## config.mk

```make
export PLATFORM = sky130hd
export DESIGN_NAME = pixel_pack_flat
export DESIGN_NICKNAME = d
export VERILOG_FILES = /design/src/rtl/pixel_pack_pkg.sv /design/src/rtl/pixel_pack_if.sv /design/src/rtl/pixel_pack_sync_fifo.sv /design/src/rtl/pixel_pack.sv /design/src/flat_wrapper.sv
export SDC_FILE = /design/constraint.sdc
export NUM_CORES = 1
export LEC_CHECK = 0
export BUFFER_PORTS_ARGS = -buffer_cell sky130_fd_sc_hd__buf_4
export CORE_ASPECT_RATIO = 0.8
export CORE_MARGIN = 3
export CORE_UTILIZATION = 30
export DETAILED_ROUTE_END_ITERATION = 8
export PLACE_DENSITY = 0.54
export SYNTH_ARGS = -nofsm -noshare
export SYNTH_HDL_FRONTEND = slang
export SYNTH_SLANG_ARGS = --single-unit
```

## constraint.sdc

```tcl
create_clock -name iCLK -period 4.26 [get_ports iCLK]
set_input_delay 0.213 -clock iCLK [delete_from_list [all_inputs] [get_ports iCLK]]
set_output_delay 0.213 -clock iCLK [all_outputs]
set_load 0.01 [all_outputs]
```

## src/rtl/pixel_pack_pkg.sv

```systemverilog
// pixel_pack shared types: widths, SDRAM word pair and RGB packing.
package pixel_pack_pkg;

   localparam int PIX_W  = 12;
   localparam int WORD_W = 16;

   typedef struct packed {
      logic [WORD_W-1:0] word1;
      logic [WORD_W-1:0] word2;
   } sdram_pair_t;

   // word1 carries G-high/B, word2 carries G-low/R; 2 LSBs of each are lost
   function automatic sdram_pair_t pack_rgb(
      input logic [PIX_W-1:0] r,
      input logic [PIX_W-1:0] g,
      input logic [PIX_W-1:0] b
   );
      sdram_pair_t p;
      p.word1 = {1'b0, g[11:7], b[11:2]};
      p.word2 = {1'b0, g[6:2],  r[11:2]};
      return p;
   endfunction

endpackage

```

## src/rtl/pixel_pack_if.sv

```systemverilog
// Pixel stream in, SDRAM write port out.
interface pixel_pack_if;
   import pixel_pack_pkg::*;

   logic [PIX_W-1:0]  iRed;
   logic [PIX_W-1:0]  iGreen;
   logic [PIX_W-1:0]  iBlue;
   logic              iDVAL;
   logic              iWR_FULL;
   logic [WORD_W-1:0] oWR1_DATA;
   logic [WORD_W-1:0] oWR2_DATA;
   logic              oWR_EN;

   modport slave (
      input  iRed, iGreen, iBlue, iDVAL, iWR_FULL,
      output oWR1_DATA, oWR2_DATA, oWR_EN
   );

   modport master (
      output iRed, iGreen, iBlue, iDVAL, iWR_FULL,
      input  oWR1_DATA, oWR2_DATA, oWR_EN
   );

endinterface

```

## src/rtl/pixel_pack_sync_fifo.sv

```systemverilog
// Synchronous FIFO with explicit level; a push into a full FIFO is
// accepted only alongside a pop.
module sync_fifo #(
   parameter int WIDTH = 32,
   parameter int DEPTH = 8
) (
   input  logic                   i_clk,
   input  logic                   i_rst,
   input  logic                   i_push,
   input  logic                   i_pop,
   input  logic [WIDTH-1:0]       i_wdata,
   output logic [WIDTH-1:0]       o_rdata,
   output logic                   o_full,
   output logic                   o_empty,
   output logic [$clog2(DEPTH):0] o_level
);

   localparam int AW = $clog2(DEPTH);

   logic [WIDTH-1:0] r_mem [DEPTH];
   logic [AW-1:0]    r_wptr;
   logic [AW-1:0]    r_rptr;
   logic [AW:0]      r_level;
   logic             w_do_push;
   logic             w_do_pop;

   assign o_full    = (r_level == (AW+1)'(DEPTH));
   assign o_empty   = (r_level == '0);
   assign o_level   = r_level;
   assign o_rdata   = r_mem[r_rptr];
   assign w_do_pop  = i_pop && !o_empty;
   assign w_do_push = i_push && (!o_full || w_do_pop);

   always_ff @(posedge i_clk) begin
      if (w_do_push) r_mem[r_wptr] <= i_wdata;
   end

   always_ff @(posedge i_clk) begin
      if (i_rst) begin
         r_wptr  <= '0;
         r_rptr  <= '0;
         r_level <= '0;
      end else begin
         if (w_do_push) r_wptr <= r_wptr + 1'b1;
         if (w_do_pop)  r_rptr <= r_rptr + 1'b1;
         if (w_do_push && !w_do_pop)
            r_level <= r_level + 1'b1;
         else if (!w_do_push && w_do_pop)
            r_level <= r_level - 1'b1;
      end
   end

endmodule

```

## src/rtl/pixel_pack.sv

```systemverilog
// Packs RGB pixels into SDRAM word pairs through a small FIFO.
// Define PIXEL_PACK_FRAME_CNT_EN to build the per-frame pixel counter.
module pixel_pack
   import pixel_pack_pkg::*;
#(
   parameter int DEPTH        = 8,
   parameter int FRAME_PIXELS = 307200
) (
   input  logic                   iCLK,
   input  logic                   iRST,
   input  logic                   iFRAME_CLR,
   pixel_pack_if.slave            pix,
   output logic [$clog2(DEPTH):0] oLEVEL,
   output logic                   oOVERFLOW,
   output logic                   oFRAME_DONE,
   output logic [19:0]            oPIX_CNT
);

   if (DEPTH < 2 || (DEPTH & (DEPTH - 1)) != 0 ||
       FRAME_PIXELS < 1 || FRAME_PIXELS >= (1 << 20)) begin : g_bad_param
      $error("pixel_pack: illegal DEPTH or FRAME_PIXELS");
   end

   sdram_pair_t w_pack;
   sdram_pair_t w_head;
   sdram_pair_t r_pair;
   logic        r_wr_en;
   logic        r_ovf;
   logic        w_full;
   logic        w_empty;
   logic        w_pop;
   logic        w_push;
   logic        w_drop;

   assign w_pack = pack_rgb(pix.iRed, pix.iGreen, pix.iBlue);
   assign w_pop  = !w_empty && !pix.iWR_FULL;
   assign w_push = pix.iDVAL && (!w_full || w_pop);
   assign w_drop = pix.iDVAL && w_full && !w_pop;

   sync_fifo #(
      .WIDTH ($bits(sdram_pair_t)),
      .DEPTH (DEPTH)
   ) u_fifo (
      .i_clk   (iCLK),
      .i_rst   (iRST),
      .i_push  (w_push),
      .i_pop   (w_pop),
      .i_wdata (w_pack),
      .o_rdata (w_head),
      .o_full  (w_full),
      .o_empty (w_empty),
      .o_level (oLEVEL)
   );

   always_ff @(posedge iCLK) begin
      if (iRST) begin
         r_pair  <= '0;
         r_wr_en <= 1'b0;
      end else begin
         r_wr_en <= w_pop;
         if (w_pop) r_pair <= w_head;
      end
   end

   // a drop at the same edge as a clear must still be reported
   always_ff @(posedge iCLK) begin
      if (iRST)            r_ovf <= 1'b0;
      else if (w_drop)     r_ovf <= 1'b1;
      else if (iFRAME_CLR) r_ovf <= 1'b0;
   end

   assign pix.oWR1_DATA = r_pair.word1;
   assign pix.oWR2_DATA = r_pair.word2;
   assign pix.oWR_EN    = r_wr_en;
   assign oOVERFLOW     = r_ovf;

`ifdef PIXEL_PACK_FRAME_CNT_EN
   logic [19:0] r_cnt;
   logic [19:0] w_cnt_inc;
   logic        r_done;

   assign w_cnt_inc = r_cnt + 20'd1;

   // dropped pixels are counted too so frame alignment survives stalls
   always_ff @(posedge iCLK) begin
      if (iRST) begin
         r_cnt  <= '0;
         r_done <= 1'b0;
      end else begin
         r_done <= 1'b0;
         if (iFRAME_CLR) begin
            r_cnt <= {19'd0, pix.iDVAL};
         end else if (pix.iDVAL) begin
            if (w_cnt_inc == 20'(FRAME_PIXELS)) begin
               r_cnt  <= '0;
               r_done <= 1'b1;
            end else begin
               r_cnt <= w_cnt_inc;
            end
         end
      end
   end

   assign oFRAME_DONE = r_done;
   assign oPIX_CNT    = r_cnt;
`else
   assign oFRAME_DONE = 1'b0;
   assign oPIX_CNT    = '0;
`endif

endmodule

```

## src/flat_wrapper.sv

```systemverilog
// flat-port wrapper written by rule: the top's interface ports become plain ports
module pixel_pack_flat import pixel_pack_pkg::*;
#(
   parameter int DEPTH        = 8,
   parameter int FRAME_PIXELS = 307200
)
  (iCLK, iRST, iFRAME_CLR, oLEVEL, oOVERFLOW, oFRAME_DONE, oPIX_CNT, pix_iRed, pix_iGreen, pix_iBlue, pix_iDVAL, pix_iWR_FULL, pix_oWR1_DATA, pix_oWR2_DATA, pix_oWR_EN);
  pixel_pack_if pix_i ();
  input  logic iCLK;
  input  logic iRST;
  input  logic iFRAME_CLR;
  output logic [$clog2(DEPTH):0] oLEVEL;
  output logic oOVERFLOW;
  output logic oFRAME_DONE;
  output logic [19:0] oPIX_CNT;
  input wire logic [$bits(pix_i.iRed)-1:0] pix_iRed;
  input wire logic [$bits(pix_i.iGreen)-1:0] pix_iGreen;
  input wire logic [$bits(pix_i.iBlue)-1:0] pix_iBlue;
  input wire logic [$bits(pix_i.iDVAL)-1:0] pix_iDVAL;
  input wire logic [$bits(pix_i.iWR_FULL)-1:0] pix_iWR_FULL;
  output wire logic [$bits(pix_i.oWR1_DATA)-1:0] pix_oWR1_DATA;
  output wire logic [$bits(pix_i.oWR2_DATA)-1:0] pix_oWR2_DATA;
  output wire logic [$bits(pix_i.oWR_EN)-1:0] pix_oWR_EN;
  assign pix_i.iRed = pix_iRed;
  assign pix_i.iGreen = pix_iGreen;
  assign pix_i.iBlue = pix_iBlue;
  assign pix_i.iDVAL = pix_iDVAL;
  assign pix_i.iWR_FULL = pix_iWR_FULL;
  assign pix_oWR1_DATA = pix_i.oWR1_DATA;
  assign pix_oWR2_DATA = pix_i.oWR2_DATA;
  assign pix_oWR_EN = pix_i.oWR_EN;
  pixel_pack #(.DEPTH(DEPTH), .FRAME_PIXELS(FRAME_PIXELS)) u_core (.iCLK(iCLK), .iRST(iRST), .iFRAME_CLR(iFRAME_CLR), .pix(pix_i), .oLEVEL(oLEVEL), .oOVERFLOW(oOVERFLOW), .oFRAME_DONE(oFRAME_DONE), .oPIX_CNT(oPIX_CNT));
endmodule
```

# Word level (Yosys, flattened, before mapping)
# Memories as Yosys holds them, arrays and structs flattened. A register that Yosys moved wholly into a read port is not among the register bits.
# Cells that the tools add are included.
dict set report totals {
  regBits 44
  latchBits 0
  ramBits 240
  romBits 0
  input_bits 41
  out_inout_bits 59
  mem_count 1
}
dict set report op_classes {
  addsub 4
  n_mul 0
  n_div 0
  magnitude_cmp 0
  n_eq_ne 1
  shifts 0
  muxes 6
  bitwise_logic 0
  reduce_logical 19
}
# memory depth width read_ports rd_ports_with_merged_regs wr line
set mem_list {}
lappend mem_list {u_core.u_fifo.r_mem 8 30 1 1 1 pixel_pack_sync_fifo.sv:20} ;# logic [WIDTH-1:0] r_mem [DEPTH];
# cell n
set op_table {}
lappend op_table {{1-bit logical AND} 8}
lappend op_table {{4-bit two-way mux} 2}
lappend op_table {{3-bit by 1-bit adder with 3-bit output (second input constant)} 2}
lappend op_table {{1-bit logical NOT} 6}
lappend op_table {{4-bit by 1-bit adder with 4-bit output (second input constant)} 1}
lappend op_table {{4-bit == test (second input constant)} 1}
lappend op_table {{4-bit logical NOT} 1}
lappend op_table {{1-bit two-way mux} 4}
lappend op_table {{2-bit nonzero test} 2}
lappend op_table {{4-bit by 1-bit subtractor with 4-bit output (second input constant)} 1}
lappend op_table {{1-bit logical OR} 2}

# Logic depth before layout (Yosys ltp)
# Gate-level depths: netlist of the first run.
dict set report logic_depth {
  word_depth 10
  ltp_mapped 11
}

# By module
# From an unflattened synthesis of the first run, not the netlist that was laid out.
dict set report hier_totals {
  hier_cells 620
  hier_area_um2 11868.9
}
# mod n_inst cells_per_inst area_per_inst_um2 seq_area_each_um2
set by_module_without_submodules {}
lappend by_module_without_submodules {sync_fifo 1 443 10279.9 7947.6}
lappend by_module_without_submodules {pixel_pack 1 177 1589.0 680.7}

# Least setup slack after synthesis of the first run
# Ideal clock, no wire load.
dict set report synth_path {
  kind {register -> register}
  startpoint {register u_core.u_fifo.r_level[0], in the netlist u_core.u_fifo.o_level[0]}
  endpoint {memory u_core.u_fifo.r_mem[0][0] in the netlist's numbering, enable pin}
  arrival_time_ns 3.651
  t_required_ns 3.767
  setup_slack_ns 0.117
  stages_incl_launch_ff 4
  path_buffers 0
  synth_period_minus_slack_ns 4.143
  path_cell_list {dfxtp_1 -> or3_1 -> o21ai_2 -> nor4_1}
}
dict set report synth_between {
  elab_chain_len 8
  elab_cells_between_ends 12
}
# element line
set synth_lines {}
lappend synth_lines {{start: declaration} pixel_pack_sync_fifo.sv:23} ;# logic [AW:0] r_level;
lappend synth_lines {{start signal: assignment} pixel_pack_sync_fifo.sv:47} ;# r_level <= r_level + 1'b1;
lappend synth_lines {{start signal: assignment} pixel_pack_sync_fifo.sv:49} ;# r_level <= r_level - 1'b1;
lappend synth_lines {{4-bit logical NOT} pixel_pack_sync_fifo.sv:28} ;# assign o_empty = (r_level == '0);
lappend synth_lines {{1-bit logical NOT} {pixel_pack_sync_fifo.sv:31, pixel_pack.sv:36}}
lappend synth_lines {{1-bit logical AND} pixel_pack.sv:36} ;# assign w_pop = !w_empty && !pix.iWR_FULL;
lappend synth_lines {{1-bit logical OR / 1-bit logical AND (equally long branches)} {pixel_pack.sv:37, pixel_pack_sync_fifo.sv:31}}
lappend synth_lines {{1-bit logical AND / 1-bit logical OR (equally long branches)} {pixel_pack.sv:37, pixel_pack_sync_fifo.sv:32}}
lappend synth_lines {{1-bit logical AND *} pixel_pack_sync_fifo.sv:32} ;# assign w_do_push = i_push && (!o_full || w_do_pop);
lappend synth_lines {{1-bit two-way mux *} pixel_pack_sync_fifo.sv:35} ;# if (w_do_push) r_mem[r_wptr] <= i_wdata;
lappend synth_lines {{1-bit two-way mux (not written as such) *} pixel_pack_sync_fifo.sv:35}
lappend synth_lines {{end: declaration} pixel_pack_sync_fifo.sv:20}
# Every way passes the cells marked *; elsewhere a longest branch is shown, timed or not.

# Worst setup path after layout of the first run
dict set report layout_path {
  startpoint {register u_core.u_fifo.r_level[0], in the netlist u_core.u_fifo.o_level[0]}
  endpoint {register u_core.u_fifo.r_level[3], in the netlist u_core.u_fifo.o_level[3]}
}
dict set report layout_between {
  elab_chain_len 9
  elab_cells_between_ends 19
}
# element line
set layout_lines {}
lappend layout_lines {{4-bit logical NOT} pixel_pack_sync_fifo.sv:28}
lappend layout_lines {{1-bit logical NOT} {pixel_pack_sync_fifo.sv:31, pixel_pack.sv:36}}
lappend layout_lines {{1-bit logical AND} pixel_pack.sv:36}
lappend layout_lines {{1-bit logical OR / 1-bit logical AND (equally long branches)} {pixel_pack.sv:37, pixel_pack_sync_fifo.sv:31}}
lappend layout_lines {{1-bit logical AND / 1-bit logical OR (equally long branches)} {pixel_pack.sv:37, pixel_pack_sync_fifo.sv:32}}
lappend layout_lines {{1-bit logical AND *} pixel_pack_sync_fifo.sv:32}
lappend layout_lines {{net u_core.u_fifo.w_do_push} pixel_pack_sync_fifo.sv:24} ;# logic w_do_push;
lappend layout_lines {{1-bit logical NOT} pixel_pack_sync_fifo.sv:48} ;# else if (!w_do_push && w_do_pop)
lappend layout_lines {{1-bit logical AND} pixel_pack_sync_fifo.sv:48}
lappend layout_lines {{2-bit nonzero test (no source line)} -}
# The timed path passes the listed nets; every way through them passes the cells marked *. The select of a mux whose other input is x is not followed.
# A chain may end at the register's enable or synchronous reset.

==> flow_summary.ini, run 1 <==
[outcome]
outcome = complete, no violations

[placed_design]
io_buffers = 70
gp_congestion = 0.690
dpl-instance-area_um2 = 11700
dp_hpwl_um = 13000

[synth]
ys_top_cells_by_area = edfxtp_1 (68%), mux4_2 (13%), dfxtp_1 (7.9%), buf_4 (2.1%), o22ai_1 (1.8%)
syn_inst = 553
synth_cell_types = 35
yosys.area.top_type = edfxtp_1
synth.cell_area_um2 = 10700
synth-seq-area-share = 0.754
ys_warn_count = 0
ys_seq_elements = 282
yosys.area.top_type_share = 0.676
syn_area_per_cell_um2 = 19.3

[grt]
grt_overflow = 0
grt_usage = 0.118
antenna_found_initial = 0
grt_pass1_wl_um = 34100
grt_pass1_vias = 5582
grt_max_degree = 44

[clock_tree]
tritoncts = built
clk_pin_slew_ps = 60
cts_buffers = 29
cts_root_buf = clkbuf_16
clk-insertion-delay-late_ps = 540
ctsHoldBuffers = 32
post_cts.repair.setup_buffers = 0
cts.sinks = 282
clockBufferDepth = 3
htreeDepth = 1
ctsResizeCount = 0

[routing]
drt_first_pass_iters = 5
avgRoutedWirePerCell_um = 19.3
drt-total-wl_um = 22500
via_per_inst = 4.53
drt_iter0_markers = 259
ant_nets = 0
drc_errors = 0
vias = 5271

[floorplanning]
core_area_um2 = 34900
start_util = 0.306
fp.dieH_um = 175
die_x_um = 217
rows = 61
io_pins = 100
fp.dieArea_um2 = 37900

[final_layout]
final_common_cell = edfxtp_1
post_route_cells_drive_above_1_share = 0.311
diodes = 0
syn_to_final_growth_pct = 21.2
layout_common_cells = edfxtp_1 (240), buf_4 (84), mux4_2 (60), dfxtp_1 (40), nor2_1 (38)
nNetsFinal = 717
fillCellCount = 3212
final_cell_area_um2 = 12900

[timing]
finalSetupTns_ps = 0
rsz0062_at_grt = no
setup_viol = 0
timing.final.crit_share = 0.720
max_freq_ghz = 0.326
slew_viol_final = 0
worst_pin_slew_ps = 1030
slew-limit-headroom = 0.308
fin_crit_ps = 3070
hold_violations = 0
clock_skew_ps = 6.45

[pwr]
finalPower_uw = 7440
p_leak_uw = 0.00427
ir_worst_vdd_mv = 0.351
power_density_nw_per_um2 = 575

[worst_setup_path]
rrSetupSlack_ps = 1190
crit_type = flop to flop
end_kind = flop
r2r_end = u_core.u_fifo.o_level[3]
r2r-start = u_core.u_fifo.o_level[0]
cp_data_arrival_time_ps = 3490
start_kind = flop
critPathMaxFanout = 6
critPathRequiredTime_ps = 4680
reg2reg_depth = 10

[min_path]
hold_end = u_core.u_fifo.r_rptr[2]
hold_depth = 5
min-delay-start = pix_iWR_FULL
hold_class = primary input to flop

[job]
maxCapViolCount = 0
## critical path, cell delays in order, from the launching register on
cell	delay, ps
dfxtp_1	380
or3_1	450
o21ai_2	360
inv_1	170
ha_1	260
inv_1	140
ha_1	290
a21oi_1	240
a211oi_1	120
a31oi_1	190
mux2_2	350
## cell families after synthesis
logic type / after synthesis / share of synthesized area
xor gates and xnor gates: 6 / 0.00493
DFF: 282 / 0.754
AOI/OAI and AO/OA: 39 / 0.0228
other: 1 / 0.000352
and+or+nand+nor: 99 / 0.0463
buffers and inverters: 58 / 0.0348
muxes: 62 / 0.129
adders and majority gates: 6 / 0.00774
## final cells by class
| cell class | instances | area, um^2 | share of cell area |
|---|---|---|---|
| Timing Repair Buffer | 117 | 971 | 0.0751 |
| Clock buffer | 44 | 832 | 0.0643 |
| Multi-Input combinational cell | 235 | 2380 | 0.184 |
| Inverter | 5 | 20.0 | 0.00155 |
| Sequential cell | 282 | 8050 | 0.623 |
| Clock inverter | 9 | 85.1 | 0.00658 |
| Tap cell | 472 | 591 | 0.0457 |
## worst max path at each step
stage / startpoint / to / slack (ps) / cells past startpoint
finish: u_core.u_fifo.o_level[0] / u_core.u_fifo.o_level[3] / 1190 / 10
CTS: u_core.u_fifo.o_level[0] / u_core.u_fifo.o_level[3] / 1230 / 10
global placement: u_core.u_fifo.o_level[0] / u_core.u_fifo.o_level[3] / 1340 / 10
floorplan: u_core.u_fifo.o_level[0] / u_core.u_fifo.r_mem[0][0] / 120 / 3
detailed placement: u_core.u_fifo.o_level[0] / u_core.u_fifo.o_level[3] / 1240 / 10
global route: u_core.u_fifo.o_level[0] / u_core.u_fifo.o_level[3] / 970 / 10
## power by group
part           total (uW)  switching [uW]  internal (uW)
clock                2400             993           1410
combinational        1570             746            820
sequential           3470             226           3240
## registers in the layout, summed over array words and instances (netlist names)
| name | count |
|---|---|
| u_core.pix.oWR2_DATA | 15 |
| u_core.u_fifo.o_level | 4 |
| u_core.u_fifo.r_rptr | 3 |
| u_core.pix.oWR_EN | 1 |
| u_core.pix.oWR1_DATA | 15 |
| u_core.oOVERFLOW | 1 |
| u_core.u_fifo.r_wptr | 3 |
| u_core.u_fifo.r_mem | 240 |
## per-stage QoR
stage          worst slack [ps]  hold slack [ps]  instances   util
3_5_place_dp               1240              453       1079  0.335
4_1_cts                    1230             85.6       1164  0.371
5_1_grt                     972              138       1164  0.371
6_report                   1190              114       1164  0.371
3_3_place_gp               1340              440       1079  0.335
2_1_floorplan               117              312        575      -
## Yosys cell counts (all sizes together)
cell type  count
edfxtp       240
or4            1
or3            1
clkbuf        11
buf           42
xnor2          4
dfxtp         42
clkinv         1
xor2           2
nand3          4
o22ai         30
nor4           1
inv            4
fa             1
a21oi          5
nor2          46
and2           1
nor3          34
ha             5
a31oi          1
nor2b          2
nand2b         2
nand2          7
a211oi         1
o211ai         1
mux2i          1
conb           1
mux2           1
o21ai          1
mux4          60
## layer usage
layer,track usage,part of all wire,vias to the layer above
li1,-,-,2395
met1,0.159,0.45,2710
met2,0.203,0.49,133
met3,0.0191,0.039,33
met4,0.0231,0.017,0
met5,0,0,-
Power figures use the tool's default switching activity.
==> run 2, diff against run 1 <==
- PLACE_DENSITY: 0.54 -> 0.52
- clock period: 4.26 -> 3 ns (I/O delays scaled with it)
==> run 2 against run 1 <==
  * Combinational power is 53% higher
  * Global-route usage is 0.30 points higher
  * Via count is 2.6% higher
  * Clock-buffer cell count is 11 lower
  * Maximum frequency is 11% higher
  * Clock skew is 7.0 ps higher
  * Sequential power is 40% higher
  * Power is 46% higher
  * Clock power is 50% higher
  * Register-to-register slack worse by 960 ps
  * Largest cell class unchanged
==> flow_summary.ini, run 2 (synthesis results as in run 1) <==
[outcome]
outcome = complete, no violations

[final_layout]
syn_to_final_growth_pct = 22.4
largest_register_ffs = 240
final_common_cell = edfxtp_1
fin_util = 0.374
final-instance-count-excl-fill = 1168
fillCellCount = 3222
multiInputGateArea_um2 = 2400
post_route_cells_drive_above_1_share = 0.322
diodes = 0
layout_common_cells = edfxtp_1 (240), buf_4 (87), mux4_2 (60), dfxtp_1 (40), nor2_1 (38)
regMostFlops = u_core.u_fifo.r_mem
register_area_um2 = 8050
nNetsFinal = 721

[worst_setup_path]
critPathRequiredTime_ps = 3440
reg2reg_depth = 10
start_kind = flop
critPathLaunch = u_core.u_fifo.o_level[0]
end_kind = flop
critPathMaxFanout = 6
crit_type = flop to flop
cp_data_arrival_time_ps = 3210
r2r-start = u_core.u_fifo.o_level[0]

[clock_tree]
tritoncts = built
cts.sinks = 282
post_cts.repair.setup_buffers = 0
clockBufferDepth = 3
cts_root_buf = clkbuf_16
htreeDepth = 1
clk-insertion-delay-late_ps = 550
cts_buffers = 28
clk_pin_slew_ps = 60

[timing]
worst_pin_slew_ps = 690
clock_skew_ps = 13.4
slew-limit-headroom = 0.540
rsz0062_at_grt = no
finalSetupTns_ps = 0
hold_violations = 0
timing.final.crit_share = 0.923
setup_viol = 0
max_freq_ghz = 0.361
fin_crit_ps = 2770
slew_viol_final = 0

[grt]
antenna_found_initial = 2
grt_pass1_wl_um = 35300
grt_usage = 0.121
grt_pass1_vias = 5830
grt_max_degree = 44
grt_overflow = 0

[floorplanning]
core_area_um2 = 34900
rows = 61
start_util = 0.306
fp.dieH_um = 175
fp.dieArea_um2 = 37900
die_x_um = 217
io_pins = 100

[pwr]
power.share.sequential = 0.447
p_sw_uw = 2890
p_leak_uw = 0.00432
switching_share = 0.266
ir_worst_vdd_mv = 0.438
p_int_uw = 7960
combPwrFrac = 0.221
power_density_nw_per_um2 = 831
p_clk_frac = 0.332

[min_path]
min-delay-start = pix_iWR_FULL
hold_depth = 5
hold_class = primary input to flop

[routing]
drc_errors = 0
avgRoutedWirePerCell_um = 19.6
via_per_inst = 4.63
vias = 5406
ant_nets = 0
drt_iter0_markers = 329
drt-total-wl_um = 22900
drt_first_pass_iters = 4

[placed_design]
dp_cells = 1084
dp_hpwl_um = 13000
io_buffers = 70
gp_congestion = 0.691

[job]
maxCapViolCount = 0
## run 2: cell types whose count changed in the layout (fill, tap and decap cells not counted), moves of 2 or more
cell,delta
buf_12,+2
buf_4,+3
bufinv_16,+3
clkbuf_1,-8
clkbuf_8,-2
clkinv_1,+4
clkinv_2,+3
clkinvlp_4,+2
inv_6,-2
## run 2: routing by layer
metal  global-route usage  wire [um]
met2                0.203      11200
met1                0.165      10300
met4               0.0269        413
met5                    0         21
met3               0.0202        952
## run 2: per-stage QoR
| step | hold slack [ps] | power, uW | worst slack [ps] | instance area (um^2) |
|---|---|---|---|---|
| global route | 72.2 | 11400 | 135 | 13100 |
| finish | 37.2 | 10900 | 232 | 13100 |
| global placement | 376 | 7310 | 310 | 11800 |
| floorplan | 249 | 6530 | -345 | 10800 |
| detailed placement | 386 | 7370 | 262 | 11800 |
| CTS | 18.4 | 11000 | 258 | 13100 |
## run 2: critical path, stage by stage, from the launching register on
cell	delay, ps
dfxtp_1	380
or4_4	580
and2_4	190
clkinv_2	50
ha_1	150
inv_1	90
ha_1	330
a21oi_1	220
a211oi_1	100
a31oi_1	190
mux2_2	350
## run 2: layout make-up
| class | instances | area share |
|---|---|---|
| tap | 472 | 0.0452 |
| multi-input combinational | 235 | 0.184 |
| clock buffer | 33 | 0.0574 |
| clock inverter | 19 | 0.0161 |
| inverter | 5 | 0.00153 |
| timing repair buffer | 122 | 0.0792 |
| sequential | 282 | 0.617 |
## run 2: worst paths after layout
path | slack [ps] | to
setup reg to reg | 230 | u_core.u_fifo.o_level[3]
hold / removal | 40 | u_core.u_fifo.r_rptr[2]
setup / recovery | 230 | u_core.u_fifo.o_level[3]
hold reg to reg | 500 | u_core.pix.oWR1_DATA[2]
## run 2: repair_timing
action | in CTS | in global routing
resized for setup | 0 | 0
hold buffers | 32 | 0
hold endpoints to repair | 241 | 0
## run 2: power groups by stage
stage | logic, uW | registers (uW) | clock network, uW
3_3_place_gp | 2380 | 4930 | 0
4_1_cts | 2460 | 4870 | 3680
2_1_floorplan | 1620 | 4910 | 0
5_1_grt | 2630 | 4910 | 3830
3_5_place_dp | 2420 | 4950 | 0
6_report | 2400 | 4860 | 3600
